$ cat src/rtl/icache_axi_rd_bridge_if.sv
// icache_axi_rd_bridge_if: i-cache miss port plus AXI4 AR/R channels seen by the read bridge
interface icache_axi_rd_bridge_if #(parameter int A_WIDTH = 32);
  logic req_strobe;
  logic [A_WIDTH-1:0] req_addr;
  logic [31:0] rsp_data;
  logic rsp_ready;
  logic rsp_err;
  logic [31:0] refill_cnt;
  logic [3:0] arid;
  logic [A_WIDTH-1:0] araddr;
  logic [7:0] arlen;
  logic [2:0] arsize;
  logic [1:0] arburst;
  logic arvalid;
  logic arready;
  logic [31:0] rdata;
  logic [1:0] rresp;
  logic rlast;
  logic rvalid;
  logic rready;
  modport master (
    input req_strobe, req_addr, arready, rdata, rresp, rlast, rvalid,
    output rsp_data, rsp_ready, rsp_err, refill_cnt, arid, araddr, arlen, arsize, arburst, arvalid, rready
  );
  modport slave (
    output req_strobe, req_addr, arready, rdata, rresp, rlast, rvalid,
    input rsp_data, rsp_ready, rsp_err, refill_cnt, arid, araddr, arlen, arsize, arburst, arvalid, rready
  );
endinterface

$ cat src/rtl/icache_axi_rd_bridge.sv
// icache_axi_rd_bridge: turns each i-cache miss strobe into one single-beat 32-bit AXI4 read
module icache_axi_rd_bridge #(
  parameter int A_WIDTH = 32,
  parameter logic [3:0] AXI_ID = 4'd0
) (
  input logic clk,
  input logic rst,
  icache_axi_rd_bridge_if.master bus
);
  localparam logic [1:0] IDLE = 2'd0;
  localparam logic [1:0] AR = 2'd1;
  localparam logic [1:0] R = 2'd2;
  localparam logic [1:0] RSP = 2'd3;
  logic [1:0] state;
  logic unused;
  assign unused = &{1'b0, bus.rlast, bus.req_addr[1:0]};
  assign bus.arid = AXI_ID;
  assign bus.arlen = 8'd0;
  assign bus.arsize = 3'b010;
  assign bus.arburst = 2'b01;
  always_ff @(posedge clk) begin
    if (rst) begin
      state <= IDLE;
      bus.arvalid <= 1'b0;
      bus.rready <= 1'b0;
      bus.rsp_ready <= 1'b0;
      bus.rsp_err <= 1'b0;
      bus.rsp_data <= '0;
      bus.araddr <= '0;
      bus.refill_cnt <= '0;
    end else begin
      case (state)
        IDLE: if (bus.req_strobe) begin
          bus.araddr <= {bus.req_addr[A_WIDTH-1:2], 2'b00};
          bus.arvalid <= 1'b1;
          state <= AR;
        end
        AR: if (bus.arready) begin
          bus.arvalid <= 1'b0;
          bus.rready <= 1'b1;
          state <= R;
        end
        R: if (bus.rvalid) begin
          bus.rsp_data <= bus.rdata;
          bus.rsp_ready <= 1'b1;
          bus.rsp_err <= bus.rresp != 2'b00;
          bus.rready <= 1'b0;
          bus.refill_cnt <= bus.refill_cnt + 32'd1;
          state <= RSP;
        end
        default: begin
          bus.rsp_ready <= 1'b0;
          bus.rsp_err <= 1'b0;
          state <= IDLE;
        end
      endcase
    end
  end
endmodule

$ cat src/flat_wrapper.sv
// flat-port wrapper written by rule: the top's interface ports become plain ports
module icache_axi_rd_bridge_flat 
#(
  parameter int A_WIDTH = 32,
  parameter logic [3:0] AXI_ID = 4'd0
)
  (clk, rst, bus_req_strobe, bus_req_addr, bus_arready, bus_rdata, bus_rresp, bus_rlast, bus_rvalid, bus_rsp_data, bus_rsp_ready, bus_rsp_err, bus_refill_cnt, bus_arid, bus_araddr, bus_arlen, bus_arsize, bus_arburst, bus_arvalid, bus_rready);
  icache_axi_rd_bridge_if #(.A_WIDTH(A_WIDTH)) bus_i ();
  input logic clk;
  input logic rst;
  input wire logic [$bits(bus_i.req_strobe)-1:0] bus_req_strobe;
  input wire logic [$bits(bus_i.req_addr)-1:0] bus_req_addr;
  input wire logic [$bits(bus_i.arready)-1:0] bus_arready;
  input wire logic [$bits(bus_i.rdata)-1:0] bus_rdata;
  input wire logic [$bits(bus_i.rresp)-1:0] bus_rresp;
  input wire logic [$bits(bus_i.rlast)-1:0] bus_rlast;
  input wire logic [$bits(bus_i.rvalid)-1:0] bus_rvalid;
  output wire logic [$bits(bus_i.rsp_data)-1:0] bus_rsp_data;
  output wire logic [$bits(bus_i.rsp_ready)-1:0] bus_rsp_ready;
  output wire logic [$bits(bus_i.rsp_err)-1:0] bus_rsp_err;
  output wire logic [$bits(bus_i.refill_cnt)-1:0] bus_refill_cnt;
  output wire logic [$bits(bus_i.arid)-1:0] bus_arid;
  output wire logic [$bits(bus_i.araddr)-1:0] bus_araddr;
  output wire logic [$bits(bus_i.arlen)-1:0] bus_arlen;
  output wire logic [$bits(bus_i.arsize)-1:0] bus_arsize;
  output wire logic [$bits(bus_i.arburst)-1:0] bus_arburst;
  output wire logic [$bits(bus_i.arvalid)-1:0] bus_arvalid;
  output wire logic [$bits(bus_i.rready)-1:0] bus_rready;
  assign bus_i.req_strobe = bus_req_strobe;
  assign bus_i.req_addr = bus_req_addr;
  assign bus_i.arready = bus_arready;
  assign bus_i.rdata = bus_rdata;
  assign bus_i.rresp = bus_rresp;
  assign bus_i.rlast = bus_rlast;
  assign bus_i.rvalid = bus_rvalid;
  assign bus_rsp_data = bus_i.rsp_data;
  assign bus_rsp_ready = bus_i.rsp_ready;
  assign bus_rsp_err = bus_i.rsp_err;
  assign bus_refill_cnt = bus_i.refill_cnt;
  assign bus_arid = bus_i.arid;
  assign bus_araddr = bus_i.araddr;
  assign bus_arlen = bus_i.arlen;
  assign bus_arsize = bus_i.arsize;
  assign bus_arburst = bus_i.arburst;
  assign bus_arvalid = bus_i.arvalid;
  assign bus_rready = bus_i.rready;
  icache_axi_rd_bridge #(.A_WIDTH(A_WIDTH), .AXI_ID(AXI_ID)) u_core (.clk(clk), .rst(rst), .bus(bus_i));
endmodule
$ cat config.mk
export PLATFORM = sky130hd
export DESIGN_NAME = icache_axi_rd_bridge_flat
export DESIGN_NICKNAME = d
export VERILOG_FILES = /design/src/rtl/icache_axi_rd_bridge_if.sv /design/src/rtl/icache_axi_rd_bridge.sv /design/src/flat_wrapper.sv
export SDC_FILE = /design/constraint.sdc
export NUM_CORES = 1
export LEC_CHECK = 0
export ABC_AREA = 1
export CORE_MARGIN = 4
export CORE_UTILIZATION = 55
export DETAILED_ROUTE_END_ITERATION = 12
export DONT_BUFFER_PORTS = 1
export PLACE_DENSITY = 0.73
export SYNTH_ARGS = -nofsm -noshare
export SYNTH_HDL_FRONTEND = slang
export SYNTH_SLANG_ARGS = --single-unit
$ cat constraint.sdc
create_clock -name clk -period 2 [get_ports clk]
set_clock_uncertainty 0.1 [all_clocks]
set_input_delay 0.4 -clock clk [delete_from_list [all_inputs] [get_ports clk]]
set_output_delay 0.4 -clock clk [all_outputs]
set_load 0.03 [all_outputs]
# == After elaboration in Yosys (flattened, before gate mapping) ==
# Cells that the tools add are included.
# op_classes
mux,14
n_reduce_logical,11
eq_ne,5
addsub,1
n_bitwise,1
# ops
cell,n
$add A32 B1 Y32 const B,1
$reduce_and A3 Y1,3
$pmux W1 S2,4
$mux W1,6
$mux W2,3
$ne A2 B2 Y1 const B,3
$pmux W2 S3,1
$reduce_and A2 Y1,3
$reduce_bool A2 Y1,3
$eq A2 B1 Y1 const B,1
$eq A2 B2 Y1 const B,1
$logic_not A2 Y1,1
$reduce_or A2 Y1,1
$not A1 Y1,1
# word_totals
output_inout_bits,117
in_bits,72
elab_cells,40
ff_bits,100

# == Depth between registers and ports, before layout ==
# depth
word_depth,4
mapped_depth,10
ltp_nobuf,10

# == Worst setup path after synthesis ==
# OpenSTA, ideal clock, no wires.
# synth_path
path_type,reg2reg
startpoint,register u_core.bus.refill_cnt[1]
endpoint,register u_core.bus.refill_cnt[8]
arrival_ps,1433
period_less_slack_ps,1649
setup_ps,116
n_path_buf,0
slack_ps,351
stages_incl_launch_ff,9
t_required_ps,1784
cell_sequence,dfxtp_1 ha_1 inv_1 nor2_4 nand2_4 nor2_2 nand3_1 o21ai_0 nor2_1
# synth_via
elab_chain_cells,1
# synth_rtl
element,line,rtl
from (decl),icache_axi_rd_bridge_if.sv:23,"output rsp_data, rsp_ready, rsp_err, refill_cnt, arid, araddr, arlen, arsize, arburst, arvalid, rready"
from (signal assigned),icache_axi_rd_bridge.sv:48,bus.refill_cnt <= bus.refill_cnt + 32'd1;
$add A32 B1 Y32,icache_axi_rd_bridge.sv:48,
# No other way between the ends.
# A chain may end at the register's enable or synchronous reset.

# == Final worst setup path ==
# layout_path
startpoint,register u_core.state[0]
endpoint,register u_core.bus.refill_cnt[27]
# layout_via
elab_chain_cells,2
# layout_rtl
element,line,rtl
from (decl),icache_axi_rd_bridge.sv:14,logic [1:0] state;
from (signal assigned),icache_axi_rd_bridge.sv:23,state <= IDLE;
from (signal assigned),icache_axi_rd_bridge.sv:36,state <= AR;
from (signal assigned),icache_axi_rd_bridge.sv:41,state <= R;
$eq A2 B2 Y1,icache_axi_rd_bridge.sv:32,case (state)
$reduce_and A2 Y1 (no source line),--,
# No other way between the ends.

==> results by group <==
Outcome
  – Result of the run: completed

Global routing
  – Total routing resource utilization after global routing: 0.2182
  – Largest net degree at the start of global routing: 41
  – Wire length of the first global-routing pass: 17200 microns
  – Overflow after GRT: 0
  – Via count of the first global-routing pass: 3658
  – Antenna violations before repair: 0

Logic synthesis
  – Flop and latch count out of synthesis: 100
  – Count of unique library cells instantiated by Yosys: 33
  – Post-Synthesis Cells: 617
  – Yosys warns: 0
  – Average footprint of a synthesized cell: 7.136 sq um
  – Top cell type by total area after synthesis: dfxtp_1
  – Cell types occupying the most area after synthesis: dfxtp_1, nor2_1, o21ai_0
  – Sequential area share after synthesis: 0.4547
  – Proportion of netlist area held by the largest area contributor: 0.4547
  – Post-synthesis cell area: 0.004403 sq mm

Setup path
  – Data arrival time of the critical path: 1.94 ns
  – Most frequent CP cell: inv_1
  – CP Max Fanout: 9
  – Cell breakdown of the critical path: inv_1 -> ha_1 -> nand2_4 -> nor2_4 -> inv_1 -> nor2_1 -> nand3_1 -> nand2_1 -> inv_1 -> nor2_1
  – Family with the most delay on the worst path: simple AND/OR/NAND/NOR gates
  – Total buffers and inverters traversed by the critical path: 3
  – FF-to-FF Start: u_core.state[0]$_SDFFE_PP0P_
  – Type of the worst setup path: flop to flop
  – Flop-to-flop setup slack: 0.24 ns
  – Endpoint of the most critical register-to-register path: u_core.bus.refill_cnt[27]$_SDFFE_PP0P_
  – Worst R2R Path Depth: 10
  – Required arrival time at the worst endpoint: 2.18 ns
  – CP max-delay cell: dfxtp_1
  – Critical Path Max Stage Delay: 0.32 ns
  – Kind of capture point of the worst setup path: flop
  – CP startpoint kind: flop

Power and ir drop
  – Largest voltage drop on the vdd net: 0.0006676 V
  – Power per cell area: 1178 mW/mm^2
  – Reported leakage power: 0.002032 uW

Final layout
  – Commonest non-fill, non-tap cell in the layout: nor2_1
  – Leading cell types in the layout, fill and taps excluded: nor2_1, dfxtp_1, nand2_1
  – Fin nets: 718
  – Final design area excluding fillers: 0.004913 sq mm
  – Share of layout cells above drive strength 1: 0.1207
  – Multi-input gate area: 0.002041 sq mm
  – Filler Cell Count: 698
  – Antenna Diode Count: 0
  – Sequential cell area: 0.002002 sq mm
  – Layout overhead on the synthesized area: 11.59%

STA
  – # setup viols final: 0
  – Crit path time final: 1.757 ns
  – Pins Over Slew Limit: 0
  – Post-Route Setup TNS: 0 ns
  – Final worst path period share: 0.8787
  – Worst slack on hold paths: 0.01981 ns
  – Highest Clock Rate: 569.0 MHz
  – Hold violation count in the final report: 0
  – RSZ-0062 raised after global routing: no

Routing
  – Vias: 3866
  – Avg WL per Cell: 14.00 microns
  – Initial DRC Count: 168
  – Iteration count of the initial detailed-routing pass: 5
  – Post-route DRC: 0
  – Total wirelength of the detailed-routed design: 10470 microns
  – Detailed-route vias per instance: 5.168
  – Count of nets left with antenna violations after detail routing: 0

Clocking
  – Total number of H-tree levels: 3
  – Maximum clock path buffer count: 2
  – Library cell used as clock root buffer: clkbuf_8
  – Worst-skew pair later-pin latency: 0.35 ns
  – Sinks on the clock net: 100
  – Clock buffer count from CTS: 9
  – Clock transition at the register clock pins on the worst setup and hold paths after CTS: 0.09 ns
  – CTS tree: built

Die
  – Die Span X: 97.47 microns
  – Number of ports placed on the die boundary: 189
  – Number of placement rows: 32
  – Height of the chip: 97.47 microns
  – Starting utilization of the core area: 0.5668
  – Die area: 0.009500 sq mm
  – Core Footprint: 0.007767 sq mm

Placed design
  – Placed wire-length estimate: 7726 microns
  – Routability congestion estimate: 0.8140
  – IO Port Bufs: 0
  – Cell Area, Placed: 0.004647 sq mm

Min path
  – Kind of path behind the tightest hold check: input pin to flop
  – Hold path cells: 1
  – Startpoint of the tightest hold check path: rst
  – Worst Hold End: u_core.bus.rsp_ready$_SDFFE_PP0P_

Flow run
  – Max-cap violations: 0
routing by layer:
metal / vias to the layer above / global-route usage / part of all wire
met5: - / 0 / 0
met4: 0 / 0.08200 / 0.021
met3: 16 / 0.07609 / 0.11
met2: 171 / 0.3769 / 0.48
met1: 1714 / 0.2472 / 0.39
li1: 1965 / - / -
final cells by class:
type / count / share of cell area
clock buffer: 11 / 0.02878
tap: 102 / 0.02597
sequential: 100 / 0.4074
timing repair buffer: 40 / 0.06468
inverter: 49 / 0.03794
clock inverter: 4 / 0.01986
multi-input combinational: 442 / 0.4153
timing repair:
action	4_1_cts	5_1_grt
hold buffers	1	1
setup buffers	0	0
setup endpoints to repair	0	24
gates resized for setup	0	3
endpoints found under the hold margin	3	4
worst max-delay path by stage:
stage                                          start                                endpoint  slack [ns]  cells after the start
6_report                u_core.state[0]$_SDFFE_PP0P_  u_core.bus.refill_cnt[27]$_SDFFE_PP0P_        0.24                     10
3_5_place_dp            u_core.state[0]$_SDFFE_PP0P_         u_core.bus.rsp_err$_SDFFE_PP0P_        0.05                      6
5_1_grt                 u_core.state[0]$_SDFFE_PP0P_  u_core.bus.refill_cnt[24]$_SDFFE_PP0P_        0.09                     10
3_3_place_gp            u_core.state[0]$_SDFFE_PP0P_         u_core.bus.rsp_err$_SDFFE_PP0P_        0.14                      6
4_1_cts                 u_core.state[0]$_SDFFE_PP0P_         u_core.bus.rsp_err$_SDFFE_PP0P_       0.005                      6
2_1_floorplan  u_core.bus.refill_cnt[1]$_SDFFE_PP0P_   u_core.bus.refill_cnt[8]$_SDFFE_PP0P_        0.35                      8
Yosys cell counts, drive strengths merged:
master	instances
nor3	5
dfxtp	100
clkbuf	18
a211oi	1
xor2	1
o211ai	1
or2	1
a31oi	1
nand3b	1
ha	4
o21ai	71
nor2b	1
nand3	26
conb	2
o31a	1
nand2	88
xnor2	1
buf	25
inv	49
a21oi	22
nand4	11
nor3b	1
nor2	186
worst reg2reg max path, cell delays in order, from the launching register on:
cell and delay, ns:
dfxtp_1 0.32, inv_1 0.09, ha_1 0.24, nand2_4 0.16, nor2_4 0.19, inv_1 0.07
nor2_1 0.22, nand3_1 0.11, nand2_1 0.06, inv_1 0.04, nor2_1 0.09
kinds of logic (layout without fill, tap and decap cells):
logic type | after synthesis | in the layout | synth area share
AOI/OAI and AO/OA | 97 | 97 | 0.1125
xor gates and xnor gates | 2 | 2 | 0.003979
adders and majority gates | 4 | 4 | 0.01137
buffers and inverters | 92 | 104 | 0.09747
DFF | 100 | 100 | 0.4547
other | 2 | 19 | 0.001706
and+or+nand+nor | 320 | 320 | 0.3183
state kept, by name, summed over array words and instances (netlist names):
name	flops
u_core.bus.refill_cnt	32
u_core.bus.rsp_data	32
u_core.bus.araddr	30
u_core.state	2
u_core.bus.arvalid	1
u_core.bus.rready	1
u_core.bus.rsp_err	1
u_core.bus.rsp_ready	1
stage by stage:
stage                     power [uW]  utilization  setup slack [ns]  instances
after floorplan                 4083            -            0.3510        634
after global routing            6161       0.6326           0.08823        748
final                           5786       0.6326            0.2425        748
after detailed placement        4331       0.5983           0.04765        731
after global placement          4250       0.5983            0.1385        731
after CTS                       5836       0.6303          0.005075        747
power breakdown:
group / internal (uW) / leakage, uW / switching [uW]
clock network: 860 / 0.000116 / 650
registers: 2330 / 0.000816 / 822
logic: 380 / 0.00110 / 742
(Power assumes the default switching activity.)
